File: config.mk
export PLATFORM = sky130hd
export DESIGN_NAME = seq_serializer_flat
export DESIGN_NICKNAME = d
export VERILOG_FILES = /design/src/rtl/seq_serializer_if.sv /design/src/rtl/seq_serializer.sv /design/src/flat_wrapper.sv
export SDC_FILE = /design/constraint.sdc
export NUM_CORES = 1
export LEC_CHECK = 0
export ABC_AREA = 0
export BUFFER_PORTS_ARGS = -buffer_cell sky130_fd_sc_hd__buf_2
export CAP_MARGIN = 20
export CORE_MARGIN = 3
export CORE_UTILIZATION = 35
export CTS_CLUSTER_DIAMETER = 50
export DETAILED_ROUTE_END_ITERATION = 8
export PLACE_DENSITY = 0.6
export SKIP_CTS_REPAIR_TIMING = 1
export SLEW_MARGIN = 20
export SYNTH_ARGS = -nofsm -noshare
export SYNTH_HDL_FRONTEND = slang
export SYNTH_SLANG_ARGS = --single-unit
File: constraint.sdc
create_clock -name CLK -period 3.4 [get_ports CLK]
set_input_delay 0.34 -clock CLK [delete_from_list [all_inputs] [get_ports CLK]]
set_output_delay 0.34 -clock CLK [all_outputs]
set_load 0.01 [all_outputs]
File: src/rtl/seq_serializer_if.sv
// Word-in / bit-out bundle between a producer, the serializer and the serial detector.
// load/ready handshake: a word transfers at a rising edge where load=1 and ready=1; din is only sampled then.
interface seq_serializer_if #(
    parameter int WIDTH = 8
);
    logic [WIDTH-1:0] din;
    logic             load;
    logic             ready;
    logic             x;
    logic             x_valid;
    logic             word_done;
    logic             busy;

    modport master (
        output din, load,
        input  ready, x, x_valid, word_done, busy
    );

    modport slave (
        input  din, load,
        output ready, x, x_valid, word_done, busy
    );
endinterface

File: src/rtl/seq_serializer.sv
// Parallel-in, serial-out stage: streams WIDTH-bit words onto x one bit per clock,
// chaining back-to-back words with no idle gap so patterns can span word boundaries.
module seq_serializer #(
    parameter int WIDTH     = 8,
    parameter bit MSB_FIRST = 1'b1
) (
    input  logic               CLK,
    input  logic               RESET,
    seq_serializer_if.slave    bus
);
    localparam int CNT_W = $clog2(WIDTH);

    typedef enum logic {
        S_IDLE  = 1'b0,
        S_SHIFT = 1'b1
    } state_t;

    state_t           r_state;
    state_t           w_state_n;
    logic [WIDTH-1:0] r_sr;
    logic [CNT_W-1:0] r_cnt;
    logic             r_x;
    logic             r_x_valid;
    logic             r_word_done;

    logic             w_last;
    logic             w_ready;
    logic             w_accept;
    logic [WIDTH-1:0] w_sr_adv;
    logic [WIDTH-1:0] w_sr_n;
    logic [CNT_W-1:0] w_cnt_n;
    logic             w_x_n;
    logic             w_x_valid_n;
    logic             w_word_done_n;

    assign w_last   = (r_cnt == CNT_W'(WIDTH - 1));
    assign w_ready  = !RESET && ((r_state == S_IDLE) || (r_state == S_SHIFT && w_last));
    assign w_accept = bus.load && w_ready;
    // Bit just sent drops off the leading end; the next one becomes the leading bit.
    assign w_sr_adv = MSB_FIRST ? (r_sr << 1) : (r_sr >> 1);

    always_ff @(posedge CLK) begin
        if (RESET) begin
            r_state <= S_IDLE;
        end else begin
            r_state <= w_state_n;
        end
    end

    always_comb begin
        w_state_n = S_IDLE;
        case (r_state)
            S_IDLE:  w_state_n = w_accept ? S_SHIFT : S_IDLE;
            S_SHIFT: w_state_n = (!w_last || w_accept) ? S_SHIFT : S_IDLE;
            default: w_state_n = S_IDLE;
        endcase
    end

    // A load on the last bit takes the accept branch, so the new word follows with no bubble.
    always_comb begin
        w_sr_n        = r_sr;
        w_cnt_n       = r_cnt;
        w_x_n         = 1'b0;
        w_x_valid_n   = 1'b0;
        w_word_done_n = 1'b0;
        if (w_accept) begin
            w_sr_n      = bus.din;
            w_cnt_n     = '0;
            w_x_n       = MSB_FIRST ? bus.din[WIDTH-1] : bus.din[0];
            w_x_valid_n = 1'b1;
        end else if (r_state == S_SHIFT && !w_last) begin
            w_sr_n        = w_sr_adv;
            w_cnt_n       = r_cnt + CNT_W'(1);
            w_x_n         = MSB_FIRST ? w_sr_adv[WIDTH-1] : w_sr_adv[0];
            w_x_valid_n   = 1'b1;
            w_word_done_n = (r_cnt == CNT_W'(WIDTH - 2));
        end
    end

    always_ff @(posedge CLK) begin
        if (RESET) begin
            r_sr        <= '0;
            r_cnt       <= '0;
            r_x         <= 1'b0;
            r_x_valid   <= 1'b0;
            r_word_done <= 1'b0;
        end else begin
            r_sr        <= w_sr_n;
            r_cnt       <= w_cnt_n;
            r_x         <= w_x_n;
            r_x_valid   <= w_x_valid_n;
            r_word_done <= w_word_done_n;
        end
    end

    assign bus.ready     = w_ready;
    assign bus.x         = r_x;
    assign bus.x_valid   = r_x_valid;
    assign bus.word_done = r_word_done;
    assign bus.busy      = (r_state == S_SHIFT);
endmodule

File: src/flat_wrapper.sv
// flat-port wrapper written by rule: the top's interface ports become plain ports
module seq_serializer_flat 
#(
    parameter int WIDTH     = 8,
    parameter bit MSB_FIRST = 1'b1
)
  (CLK, RESET, bus_din, bus_load, bus_ready, bus_x, bus_x_valid, bus_word_done, bus_busy);
  seq_serializer_if #(.WIDTH(WIDTH)) bus_i ();
  input  logic CLK;
  input  logic RESET;
  input wire logic [$bits(bus_i.din)-1:0] bus_din;
  input wire logic [$bits(bus_i.load)-1:0] bus_load;
  output wire logic [$bits(bus_i.ready)-1:0] bus_ready;
  output wire logic [$bits(bus_i.x)-1:0] bus_x;
  output wire logic [$bits(bus_i.x_valid)-1:0] bus_x_valid;
  output wire logic [$bits(bus_i.word_done)-1:0] bus_word_done;
  output wire logic [$bits(bus_i.busy)-1:0] bus_busy;
  assign bus_i.din = bus_din;
  assign bus_i.load = bus_load;
  assign bus_ready = bus_i.ready;
  assign bus_x = bus_i.x;
  assign bus_x_valid = bus_i.x_valid;
  assign bus_word_done = bus_i.word_done;
  assign bus_busy = bus_i.busy;
  seq_serializer #(.WIDTH(WIDTH), .MSB_FIRST(MSB_FIRST)) u_core (.CLK(CLK), .RESET(RESET), .bus(bus_i));
endmodule
# == Word-level counts from Yosys, hierarchy flattened ==
# Cells that the tools add are included.
# Widths: inputs -> output; s select.
# totals
out_inout_bits,5
regBits,14
inputBits,11
word_cells,31
# classes
addsub,1
bitwise_logic,2
muxes,9
reduce_logical,11
n_eq_ne,2
# ops
cell,count
$mux 7,2
$eq 3x3->1 const B,2
$mux 1,6
$logic_and 1x1->1,4
$add 3x1->3 const B,1
$reduce_or 3->1,1
$logic_not 1->1,2
$logic_or 1x1->1,2
$not 1->1,2
$pmux 1 s2,1
$reduce_bool 2->1,1
$reduce_or 2->1,1

# == Depth between registers and ports, before layout ==
# Gate-level depths: netlist of the first run.
# logic_depth
word_depth,8
ltp_mapped,7
depth_no_buf,5

# == Worst setup path after synthesis of the first run ==
# No wires, ideal clock.
# synth_path
kind,register to register
from,register u_core.r_cnt[0]
to,register u_core.r_sr[2]
setup_ns,0.086
n_path_buf,2
t_arrival_ns,1.254
path_slack_ns,2.060
required_time_ns,3.314
stages_incl_launch_ff,7
period_less_slack_ns,1.340
path_cell_list,dfxtp_1 -> ha_1 -> ha_1 -> nand2b_1 -> buf_6 -> buf_6 -> a211oi_1
# synth_between
elab_chain_len,6
elab_cells_between_ends,9
classes_between,1 x eq/ne; 1 x mux; 7 x reduce/logical
# synth_lines
item,line_no,rtl
from (decl),seq_serializer.sv:21,logic [CNT_W-1:0] r_cnt;
from (signal assigned),seq_serializer.sv:89,r_cnt <= w_cnt_n;
$eq 3x3->1 (*),seq_serializer.sv:36,assign w_last = (r_cnt == CNT_W'(WIDTH - 1));
$logic_and 1x1->1,seq_serializer.sv:37,assign w_ready = !RESET && ((r_state == S_IDLE) || (r_state == S_SHIFT && w_last));
$logic_or 1x1->1,seq_serializer.sv:37,
$logic_and 1x1->1,seq_serializer.sv:37,
$logic_and 1x1->1,seq_serializer.sv:38,assign w_accept = bus.load && w_ready;
$mux 7 or $reduce_bool 2->1 (tied branches),--,
to (signal assigned),seq_serializer.sv:88,r_sr <= w_sr_n;
to (decl),seq_serializer.sv:20,logic [WIDTH-1:0] r_sr;
# Every way passes the cells marked *; elsewhere a longest branch is shown, timed or not.
# A chain may end at the register's enable or synchronous reset.

# == Final worst setup path of the first run ==
# layout_path
from,register u_core.r_cnt[1]
to,output bus_ready
# layout_between
elab_chain_len,4
# layout_lines
item,line_no,rtl
$eq 3x3->1,seq_serializer.sv:36,
$logic_and 1x1->1,seq_serializer.sv:37,
$logic_or 1x1->1,seq_serializer.sv:37,
$logic_and 1x1->1,seq_serializer.sv:37,
to (decl),flat_wrapper.sv:13,output wire logic [$bits(bus_i.ready)-1:0] bus_ready;
# Every way passes these cells.

==> results.md, run 1 <==
- The flow ran to the end, and the final reports show no timing, DRC or antenna violations.
- Counting the fill cells in the layout gives 169.
- For this run, design rule violations remaining after detail routing come to 0.
- The number of antenna violations at the first check in global routing is 0.
- The analysis attributes to cell leakage a power of 0.3273 nW.
- The worst-case clock skew is 0.008686 ns.
- The count of different cell masters after synthesis is 17.
- The number of I/O port buffers is 15.
- The first-pass GRT wire length is around 2000 um.
- The initial standard-cell utilization of the core is ~39%.
- CTS placed an instance of sky130_fd_sc_hd__clkbuf_4 at the clock tree root.
- The relative slew slack is 64.84%.
- The data required time at the worst endpoint is 3.06 ns.
- The number of slew-limit violations in the final report was 0.
- The accumulated negative setup slack is 0 ns.
- For the worst setup path, the data arrival time is 1.41 ns.
- After synthesis the cells add up to 628.1 sq um.
- The count of vias placed by the detailed router is 480.
- Counting every net in the synthesized netlist gives 77.
- The count of mapped cells out of synthesis is 63.
- Timing would allow up to around 570 MHz.
- In this run the standard cell core region covers about 1600 sq um.
- The number of cells on the worst reg-to-reg path is 5.
- The CTS tree is done.
- The post-route netlist has 27.27% of its cells at a drive strength greater than 1.
- The die covers between 2000 and 2500 sq um.
- The type of the most critical hold path is input port to flip-flop.
- Yosys printed 0 warnings.
- The die extent in x is 48.36 um.
- The overall overflow remaining after global route is 0.
- Routability-driven placement finished with a final weighted congestion of approximately 0.7.
- The count of nets left with antenna violations once routing finished came out at 0.
- The final net count is 92.
- The number of max-cap violations is 0.
- The number of search-and-repair iterations in the first detailed-routing pass is 4.
- From bottom edge to top edge, the die measures approximately 48 um.
- The power per unit of standard cell area is 475.3 nW/um^2.
- The number of vias per cell is 4.752.
- In this run the mean area of a mapped cell was 9.970 sq um.
- The number of hold-slack violations in the final timing report is 0.
- The number of antenna diodes in the final layout is 0.
- The area growth from synthesis to layout is 14.14%.
- The time the final worst path needs with I/O delays and setup is 1.751 ns.
- The pin slew with the least headroom to its limit is 0.5274 ns.
- Setup repair after global routing left no endpoint under its margin.
- Of the available clock period, the critical path in the final layout requires 51.50%.
- In this run the worst path has a maximum fanout of 8.
- The nature of the critical path endpoint is a primary output.
- The wire-length estimate of the detail-placed layout is 780.5 um.
- The placement row count is 14.
- After synthesis, flip-flops and latches occupy between 40% and 50% of the total area.
- The number of failing setup endpoints in the final timing report is 0.
- The pin count of the biggest net entering global routing is 17.
- CTS built an H-tree with a depth of 1.
- Clock latency on the worst-skew pair, taken at its later pin, is 0.28 ns.
- The finished cells cover 716.9 sq um.
- The number of flip-flops and latches in the synthesized netlist is 14.
- The worst-case IR drop observed on VDD is 0.2256 mV.
- The placed instances occupy a cell area of 680.7 sq um.
- CTS saw 14 sinks.
- The critical path is of the flip-flop to primary output type.
- Dividing the detail-routed wire length by the instance count gives 10.66 um.
- The hold-critical path depth is 3.
- In this run, the number of DRC markers left after iteration 0 of detailed routing was 5.
- The element type at the critical path start is a flip-flop.
- The number of clock buffers inserted by TritonCTS is 3.
- The wire length reported by the detailed router is between 1000 and 1500 um.
- The register clock-pin slew on the reported worst setup and hold paths is roughly 0.090 ns.
- The total global routing track utilization is 11.02%.
- The clock passes through at most 2 buffers.
- The number of primary I/O pins is 16.
- The number of global-route vias before repair is between 400 and 500.
-- Yosys cell counts (all sizes together) --
cell	number	share of area, %
a211oi	6	7.2
a21oi	4	3.8
buf	5	8.4
dfxtp	14	45
ha	3	6.0
inv	1	0.60
mux2i	7	11
nand2	4	2.4
nand2b	2	2.0
nand3	1	0.80
nand3b	2	2.4
nor2	10	6.0
nor2b	1	2.2
nor3	2	1.6
or3	1	1.0
-- metrics by stage --
stage	setup slack (ns)	util [%]	power [mW]	cells	hold slack, ns
4_1_cts	1.628	44.98	0.3451	101	0.3173
6_report	1.649	44.98	0.3408	101	0.3289
5_1_grt	1.555	44.98	0.3642	101	0.3466
3_3_place_gp	1.868	42.70	0.2241	97	0.4446
2_1_floorplan	2.060	-	0.2167	63	0.4128
3_5_place_dp	1.814	42.70	0.2251	97	0.4463
-- sequential cells by signal (all words and copies together) (netlist names) --
register and count:
u_core.bus.x 1, u_core.bus.x_valid 1, u_core.bus.busy 1, u_core.bus.word_done 1, u_core.r_sr 7, u_core.r_cnt 3
-- path summary, 6_finish.rpt --
| check | start | endpoint | slack, ns |
|---|---|---|---|
| worst min-delay path | bus_din[7] | u_core.bus.x | 0.33 |
| worst min register to register | u_core.r_cnt[2] | u_core.bus.word_done | 0.45 |
| worst max-delay path | u_core.r_cnt[1] | bus_ready | 1.65 |
| worst max register to register | u_core.r_cnt[1] | u_core.r_sr[6] | 1.83 |
-- power breakdown --
group,switching (mW),internal (mW),leakage [nW]
clock network,0.0550,0.0651,0.0210
registers,0.00519,0.174,0.115
logic,0.0222,0.0190,0.191
-- area by class of cell --
class	count	area, sq um	area share (%)
clock buffer	4	36.28	5.061
inverter	1	3.754	0.5236
multi-input combinational	43	291.5	40.66
sequential	14	280.3	39.09
tap	24	30.03	4.188
timing repair buffer	15	75.07	10.47
-- cell usage in the layout, fill, tap and decap left out --
master,synthesis,routed
sky130_fd_sc_hd__nand2b_1,2,2
sky130_fd_sc_hd__a21oi_1,3,3
sky130_fd_sc_hd__clkbuf_8,0,1
sky130_fd_sc_hd__mux2i_1,7,7
sky130_fd_sc_hd__nand3b_1,2,2
sky130_fd_sc_hd__nand2_1,4,4
sky130_fd_sc_hd__clkbuf_4,0,3
sky130_fd_sc_hd__inv_1,1,1
sky130_fd_sc_hd__or3_1,1,1
sky130_fd_sc_hd__a21oi_2,1,1
sky130_fd_sc_hd__nor2b_4,1,1
sky130_fd_sc_hd__buf_2,0,15
sky130_fd_sc_hd__dfxtp_1,14,14
sky130_fd_sc_hd__nand3_1,1,1
sky130_fd_sc_hd__nor3_1,2,2
sky130_fd_sc_hd__a211oi_1,6,6
sky130_fd_sc_hd__ha_1,3,3
sky130_fd_sc_hd__nor2_1,10,10
-- metal layers --
layer | routed length, um | vias to the layer above | share of wire [%] | GRT usage [%]
met5 | 0 | - | 0 | 0
li1 | - | 244 | - | -
met1 | 551 | 215 | 51 | 14.77
met3 | 72 | 4 | 6.7 | 4.908
met2 | 437 | 17 | 41 | 14.68
met4 | 15 | 0 | 1.4 | 5.687
-- logic make-up after synthesis --
group           after synthesis  synth area share (%)
simple gates                 23                 18.33
flops                        14                 44.62
compound gates               10                 10.96
mux                           7                 11.16
buf+inv                       6                 8.964
fa+ha+maj                     3                 5.977
-- worst max-delay path, cell delays in order, from the launching register on --
cell and delay (ns):
sky130_fd_sc_hd__dfxtp_1 0.34, sky130_fd_sc_hd__ha_1 0.19, sky130_fd_sc_hd__ha_1 0.21, sky130_fd_sc_hd__nor2b_4 0.20, sky130_fd_sc_hd__nor2_1 0.05, sky130_fd_sc_hd__buf_2 0.14
(Power assumes the default switching activity.)
==> inputs of run 2 (changes only) <==
Settings changed: PLACE_DENSITY 0.6 to 0.62.
Clock period 3.4 ns to 1.58 ns, I/O delays scaled along.
==> results.md, run 2 (synthesis gave the netlist of run 1 again) <==
- The run finished with clean final reports.
- The area overhead of the layout relative to synthesis is 17.73%.
- The violation count after the first detailed-routing iteration came to 0 (-5).
- The cell area after layout was 739.5 sq um (+3.1%).
- TritonCTS built the clock tree.
- The cell family with the largest share of critical-path delay is adder cells.
- The number of max-cap violations is 0 (unchanged).
- The total global routing track utilization is 10.95% (-0.072 points).
- The final cell count without fillers is 104 (+3.0%).
- The area of placed instances is 695.7 sq um (+2.2%).
- The final critical path takes up between 90% and 100% of the cycle.
- The worst-case clock skew is 0.0007087 ns (-0.007977 ns).
- The first-pass GRT wire length came to 1911 um (-5.1%).
- The number of antenna violations at the first check in global routing came to 0 (unchanged).
- The number of slew-limit violations in the final report was 0 (unchanged).
- The final net count is 95 (+3.3%).
- The initial standard-cell utilization of the core is 39.40% (unchanged).
- The relative slew slack is 81.21% (+16 points).
- The cell count after placement is 99 (+2.1%).
- The overall overflow remaining after global route is 0 (unchanged).
- The data required time at the worst endpoint is 1.42 ns (-1.64 ns).
- The launch point of the worst hold path is bus_din[7].
- The placement row count is 14 (unchanged).
- The fmax is around 660 MHz.
- STA classifies the critical path startpoint as a flip-flop.
- The latest clock arrival within the worst-skew pair is 0.28 ns (about the same).
- The number of flip-flops in the largest register is 7 (unchanged).
- The power per unit of standard cell area came to 1005 nW/um^2 (+110%).
- The number of I/O port buffers came to 15 (unchanged).
- The nature of the critical path endpoint is a primary output.
- The total half-perimeter wirelength after legalization and detailed placement is 770.5 um (-1.3%).
- The beginning of the critical path is u_core.r_cnt[0].
- The tree is rooted in a sky130_fd_sc_hd__clkbuf_4.
- The pin count of the biggest net entering global routing is 16 (-1).
- The fraction of final layout cells with drive strength greater than 1 is 30.00% (+2.7 points).
- The deepest level of the CTS H-tree is 1 (unchanged).
- The number of primary I/O pins is 16 (unchanged).
- The clock sink total was 14 (unchanged).
- The wire length reported by the detailed router was 1125 um (+4.5%).
- Leaving out fill and tap cells, the most frequent cell in the layout is sky130_fd_sc_hd__buf_2.
- The stage delay of the slowest cell on the critical path is 0.33 ns (about the same).
- Traced cell by cell, the critical path runs through ha_1, ha_1, nor2b_4, nor2_1, buf_2.
- The die extent in x is 48.36 um (unchanged).
- The height of the die is 48.36 um (unchanged).
- The detailed-route DRC error count came to 0 (unchanged).
- In the layout the commonest cells are sky130_fd_sc_hd__buf_2 (15), sky130_fd_sc_hd__dfxtp_1 (14), sky130_fd_sc_hd__nor2_1 (10).
- The routed wirelength normalized by instance count was 10.82 um (+1.4%).
- The number of global-route vias before repair is 420 (-8.1%).
- The number of hold-slack violations in the final timing report was 0 (unchanged).
- The register clock-pin slew on the reported worst setup and hold paths is 0.09 ns (about the same).
- Counting I/O delays and the setup requirement, the final critical path takes 1.515 ns.
- The number of failing setup endpoints in the final timing report is 0 (unchanged).
- The pin slew with the least headroom to its limit was 0.2819 ns (-0.2455 ns).
- The path class of the tightest hold or removal check is input port to flip-flop.
- The buffer levels on the longest clock path is 2 (unchanged).
- The number of search-and-repair iterations in the first detailed-routing pass came to 1 (-3).
- The area of the die came to 2339 sq um (unchanged).
- The arrival time at the worst endpoint was 1.36 ns (-0.05 ns).
- The number of vias per cell was 4.558 (-4.1%).
- The worst-path maximum fanout is 4 (-4).
- The remaining antenna violation count after routing was 0 (unchanged).
- The total inserted antenna cells is 0 (unchanged).
- The leakage power total is 0.3415 nW (+4.3%).
- The register ranked first by flip-flop count is u_core.r_sr.
- The number of clock buffers inserted by TritonCTS came to 3 (unchanged).
- The cell seen most often among critical-path stages is sky130_fd_sc_hd__ha_1.
- The worst vdd rail ir drop came to 0.5706 mV (+150%).
- The largest registers in the layout are u_core.r_sr: 7 flops, u_core.r_cnt: 3 flops.
- The routability congestion estimate is 0.7132 (+1.6%).
- The total buffers and inverters traversed by the critical path is 1 (unchanged).
- Among all stages on the critical path, the largest delay is contributed by sky130_fd_sc_hd__dfxtp_1.
- The count of vias placed by the detailed router is 474 (-1.3%).
- The critical path is of the flip-flop to primary output type.
- The placeable core region is 1594 sq um (unchanged).
- The launch point of the worst reg-to-reg path is u_core.r_cnt[1].
-- run 2: cell count changes in the layout (fill, tap and decap cells not counted) --
cell / change
sky130_fd_sc_hd__buf_4: +3
-- run 2: per-stage QoR --
step           TNS (ns)  utilization (%)  hold slack, ns  worst slack [ns]  power (mW)
2_1_floorplan         0                -          0.2308            0.2401      0.4663
3_3_place_gp          0            43.64          0.4346            0.2687      0.4873
3_5_place_dp          0            43.64          0.4431            0.2575      0.4886
4_1_cts        -0.01483            45.92          0.1311          -0.01483      0.7500
5_1_grt               0            46.39          0.1336     -0.0000007772      0.7821
6_report              0            46.39          0.1376           0.06530      0.7434
-- run 2: worst register-to-register path: stages, from the launching register on --
cell	delay (ns)
sky130_fd_sc_hd__dfxtp_1	0.36
sky130_fd_sc_hd__ha_1	0.16
sky130_fd_sc_hd__ha_1	0.20
sky130_fd_sc_hd__nor2b_4	0.06
sky130_fd_sc_hd__buf_4	0.15
sky130_fd_sc_hd__or3_1	0.32
sky130_fd_sc_hd__a21oi_2	0.11
-- run 2: path summary, 6_finish.rpt --
kind,to,slack (ns),cells after the start
max,bus_ready,0.07,5
max reg2reg,u_core.r_cnt[0],0.17,6
min,u_core.bus.x,0.14,3
min reg2reg,u_core.bus.x,0.46,2
-- run 2: power breakdown --
part	switching (mW)	internal (mW)	total [mW]	leakage [nW]
sequential	0.0107	0.375	0.386	0.115
clock	0.121	0.140	0.261	0.0210
combinational	0.0493	0.0472	0.0965	0.205
total	0.181	0.563	0.743	0.341
-- run 2: final cells by class --
cell class | instances | area, sq um
Multi-Input combinational cell | 43 | 291.5
Tap cell | 24 | 30.03
Sequential cell | 14 | 280.3
Timing Repair Buffer | 18 | 97.59
Inverter | 1 | 3.754
Fill cell | 168 | 854.6
Clock buffer | 4 | 36.28
-- run 2: metal layers --
metal,routed length [um],global-route usage [%],vias up
li1,-,-,250
met1,545,13.99,203
met5,0,0,-
met2,466,13.99,16
met3,86,6.748,5
met4,27,5.687,0
==> inputs of run 3 (changes only) <==
Settings changed: CORE_UTILIZATION 35 to 44, PLACE_DENSITY 0.62 to 0.83.
==> results.md, run 3 (synthesis gave the netlist of run 1 again) <==
- The total buffers and inverters traversed by the critical path is 1 (unchanged).
- The number of hold-slack violations in the final timing report is 0 (unchanged).
- The kind of cell with the highest combined delay along the critical path is adder cells.
- The routability congestion estimate is 0.7036 (-1.3%).
- The buffer levels on the longest clock path came to 2 (unchanged).
- The fraction of final layout cells with drive strength greater than 1 is 29.49% (-0.51 points).
- The overall overflow remaining after global route came to 0 (unchanged).
- The leakage power total is 0.3318 nW (-2.8%).
- The net switching power is 0.1685 mW (-6.8%).
- The initial standard-cell utilization of the core was 51.65% (+12 points).
- Traced cell by cell, the critical path runs through ha_1, ha_2, nor2b_4, nor2_1, buf_2.
- From synthesis to final layout, the design area changed by 14.74%.
- The accumulated negative setup slack is 0 ns (unchanged).
- The number of inserted filler cells in the final layout is 114 (-32%).
- The placeable core region is 1216 sq um (-24%).
- The total inserted antenna cells is 0 (unchanged).
- The met3 usage in global routing is 4.979% (-1.8 points).
- The sequential cell area in the final layout is 280.3 sq um (unchanged).
- The number of vias per cell is 5.261 (+15%).
- The pin count of the biggest net entering global routing came to 17 (+1).
- The largest registers in the layout are u_core.r_sr: 7 flops, u_core.r_cnt: 3 flops.
- The type of the most critical hold path is input port to flip-flop.
- The number of search-and-repair iterations in the first detailed-routing pass is 4 (+3).
- The multi-input gate area in the final layout was 294.0 sq um (+0.86%).
- The internal power consumption is 0.5128 mW (-8.8%).
- The number of antenna violations at the first check in global routing was 0 (unchanged).
- The number of failing setup endpoints in the final timing report is 0 (unchanged).
- The number of primary I/O pins was 16 (unchanged).
- The count of vias placed by the detailed router is 484 (+2.1%).
- The arrival time at the worst endpoint is 1.33 ns (-0.03 ns).
- The fraction of the cycle the final worst path needs is 94.29% (-1.6 points).
- The area of the die came to 1917 sq um (-18%).
- The violation count after the first detailed-routing iteration is 5 (+5).
- The tree is rooted in a sky130_fd_sc_hd__clkbuf_4.
- The CTS tree is done.
- The stage delay of the slowest cell on the critical path is 0.34 ns (about the same).
- The global routing usage on met1 was 13.43% (-0.56 points).
- The data required time at the worst endpoint is 1.42 ns (about the same).
- The area of placed instances is 688.2 sq um (-1.1%).
- Setup repair after global routing left no endpoint under its margin.
- The element type at the critical path start is a flip-flop.
- The met2 routing resource usage after global routing came to 24.13% (+10 points).
- The time the final worst path needs with I/O delays and setup is 1.490 ns (-0.02495 ns).
- The fraction of power spent switching nets is 24.74% (+0.41 points).
- The layer carrying the most global-route usage is met2.
- The wire length reported by the detailed router is 1126 um (about the same).
- The post-layout utilization of the core is 59.26% (+13 points).
- The cell area after layout is 720.7 sq um (-2.5%).
- The worst vdd rail ir drop is 0.5371 mV (-5.9%).
- u_core.r_sr holds more flip-flops than any other register.
- The detailed-route DRC error count came to 0 (unchanged).
- The tightest hold margin is 0.1714 ns (+0.03385 ns).
- The latest clock arrival within the worst-skew pair is 0.27 ns (about the same).
- The number of clock buffers inserted by TritonCTS is 3 (unchanged).
- The part of the total power dissipated in the clock network was 28.6% (-6.5 points).
- The deepest level of the CTS H-tree is 1 (unchanged).
- The run finished with clean final reports.
- The fmax is 671.3 MHz (+1.7%).
- The combinational power share is 14.6% (+1.6 points).
- The largest individual stage delay along the critical path comes from the cell sky130_fd_sc_hd__dfxtp_1.
- The total global routing track utilization came to 13.05% (+2.1 points).
- The routed wirelength normalized by instance count is 12.24 um (+13%).
- The height of the die came to 43.78 um (-9.5%).
- The clock sink total is 14 (unchanged).
- The critical path in this run is classified as flip-flop to primary output.
- The leading cell type in the layout, fill and taps excluded is sky130_fd_sc_hd__buf_2.
- The worst-case clock skew is 0.002194 ns (+0.001485 ns).
- The sequential group share of total power is 56.8% (+4.9 points).
- The number of flip-flops in the largest register is 7 (unchanged).
- The remaining antenna violation count after routing is 0 (unchanged).
- The worst-path maximum fanout is 5 (+1).
- The register clock-pin slew on the reported worst setup and hold paths is 0.08 ns (about the same).
- The placement row count is 12 (-2).
- Leaving out fill and tap cells, the most frequent cells in the layout are sky130_fd_sc_hd__buf_2 (15), sky130_fd_sc_hd__dfxtp_1 (14), sky130_fd_sc_hd__nor2_1 (10).
- The number of I/O port buffers is 15 (unchanged).
- The number of slew-limit violations in the final report is 0 (unchanged).
- The number of global-route vias before repair came to 462 (+10%).
- The pin slew with the least headroom to its limit is 0.2866 ns (+0.004696 ns).
- The number of max-cap violations is 0 (unchanged).
- The die extent in x was 43.78 um (-9.5%).
- The nature of the critical path endpoint is a primary output.
- The relative slew slack came to 80.89% (-0.31 points).
- The first-pass GRT wire length is 1856 um (-2.9%).
- The final net count is 94 (-1.1%).
- The power per unit of standard cell area is 945.3 nW/um^2 (-6.0%).
run 3: cell count changes in the layout (fill, tap and decap cells not counted):
cell	previous run	this run
sky130_fd_sc_hd__buf_4	3	1
sky130_fd_sc_hd__buf_12	0	1
sky130_fd_sc_hd__clkbuf_8	1	0
sky130_fd_sc_hd__ha_1	3	2
sky130_fd_sc_hd__ha_2	0	1
run 3: cell type report:
class,count,share of cell area (%)
clock buffers,3,3.125
inverters,1,0.5208
multi-input cells,43,40.80
flip-flops and latches,14,38.89
well taps,14,2.431
repair buffers,17,14.24
run 3: power groups by stage:
| stage | logic, mW | clock network (mW) | registers [mW] |
|---|---|---|---|
| after floorplan | 0.0719 | 0 | 0.394 |
| after global placement | 0.0938 | 0 | 0.393 |
| after detailed placement | 0.0978 | 0 | 0.395 |
| after CTS | 0.0982 | 0.201 | 0.387 |
| after global routing | 0.111 | 0.213 | 0.389 |
| final | 0.0994 | 0.195 | 0.387 |
run 3: stage by stage:
stage | std cells | total power, mW | setup slack, ns
floorplan | 63 | 0.4663 | 0.2401
global placement | 88 | 0.4871 | 0.2719
detailed placement | 88 | 0.4932 | 0.1789
CTS | 91 | 0.6859 | -0.0007022
global route | 92 | 0.7135 | 0.01778
finish | 92 | 0.6813 | 0.09026
run 3: path summary, 6_finish.rpt:
kind / start / endpoint / slack (ns) / depth (start not counted)
min: bus_din[7] / u_core.bus.x / 0.17 / 3
max reg2reg: u_core.r_cnt[1] / u_core.r_cnt[0] / 0.16 / 6
min reg2reg: u_core.r_cnt[2] / u_core.bus.word_done / 0.47 / 2
max: u_core.r_cnt[1] / bus_ready / 0.09 / 5
run 3: layer usage:
| layer | wire, um | part of all wire [%] |
|---|---|---|
| met3 | 81 | 7.2 |
| met1 | 454 | 40 |
| met4 | 8 | 0.71 |
| met2 | 581 | 52 |
| met5 | 0 | 0 |
run 3: worst reg2reg max path: cells and delay by family, from the launching register on:
family | cells | cell delay (ns)
simple gates | 2 | 0.37
fa+ha+maj | 2 | 0.36
compound gates | 1 | 0.12
buf+inv | 1 | 0.14
flops | 1 | 0.37
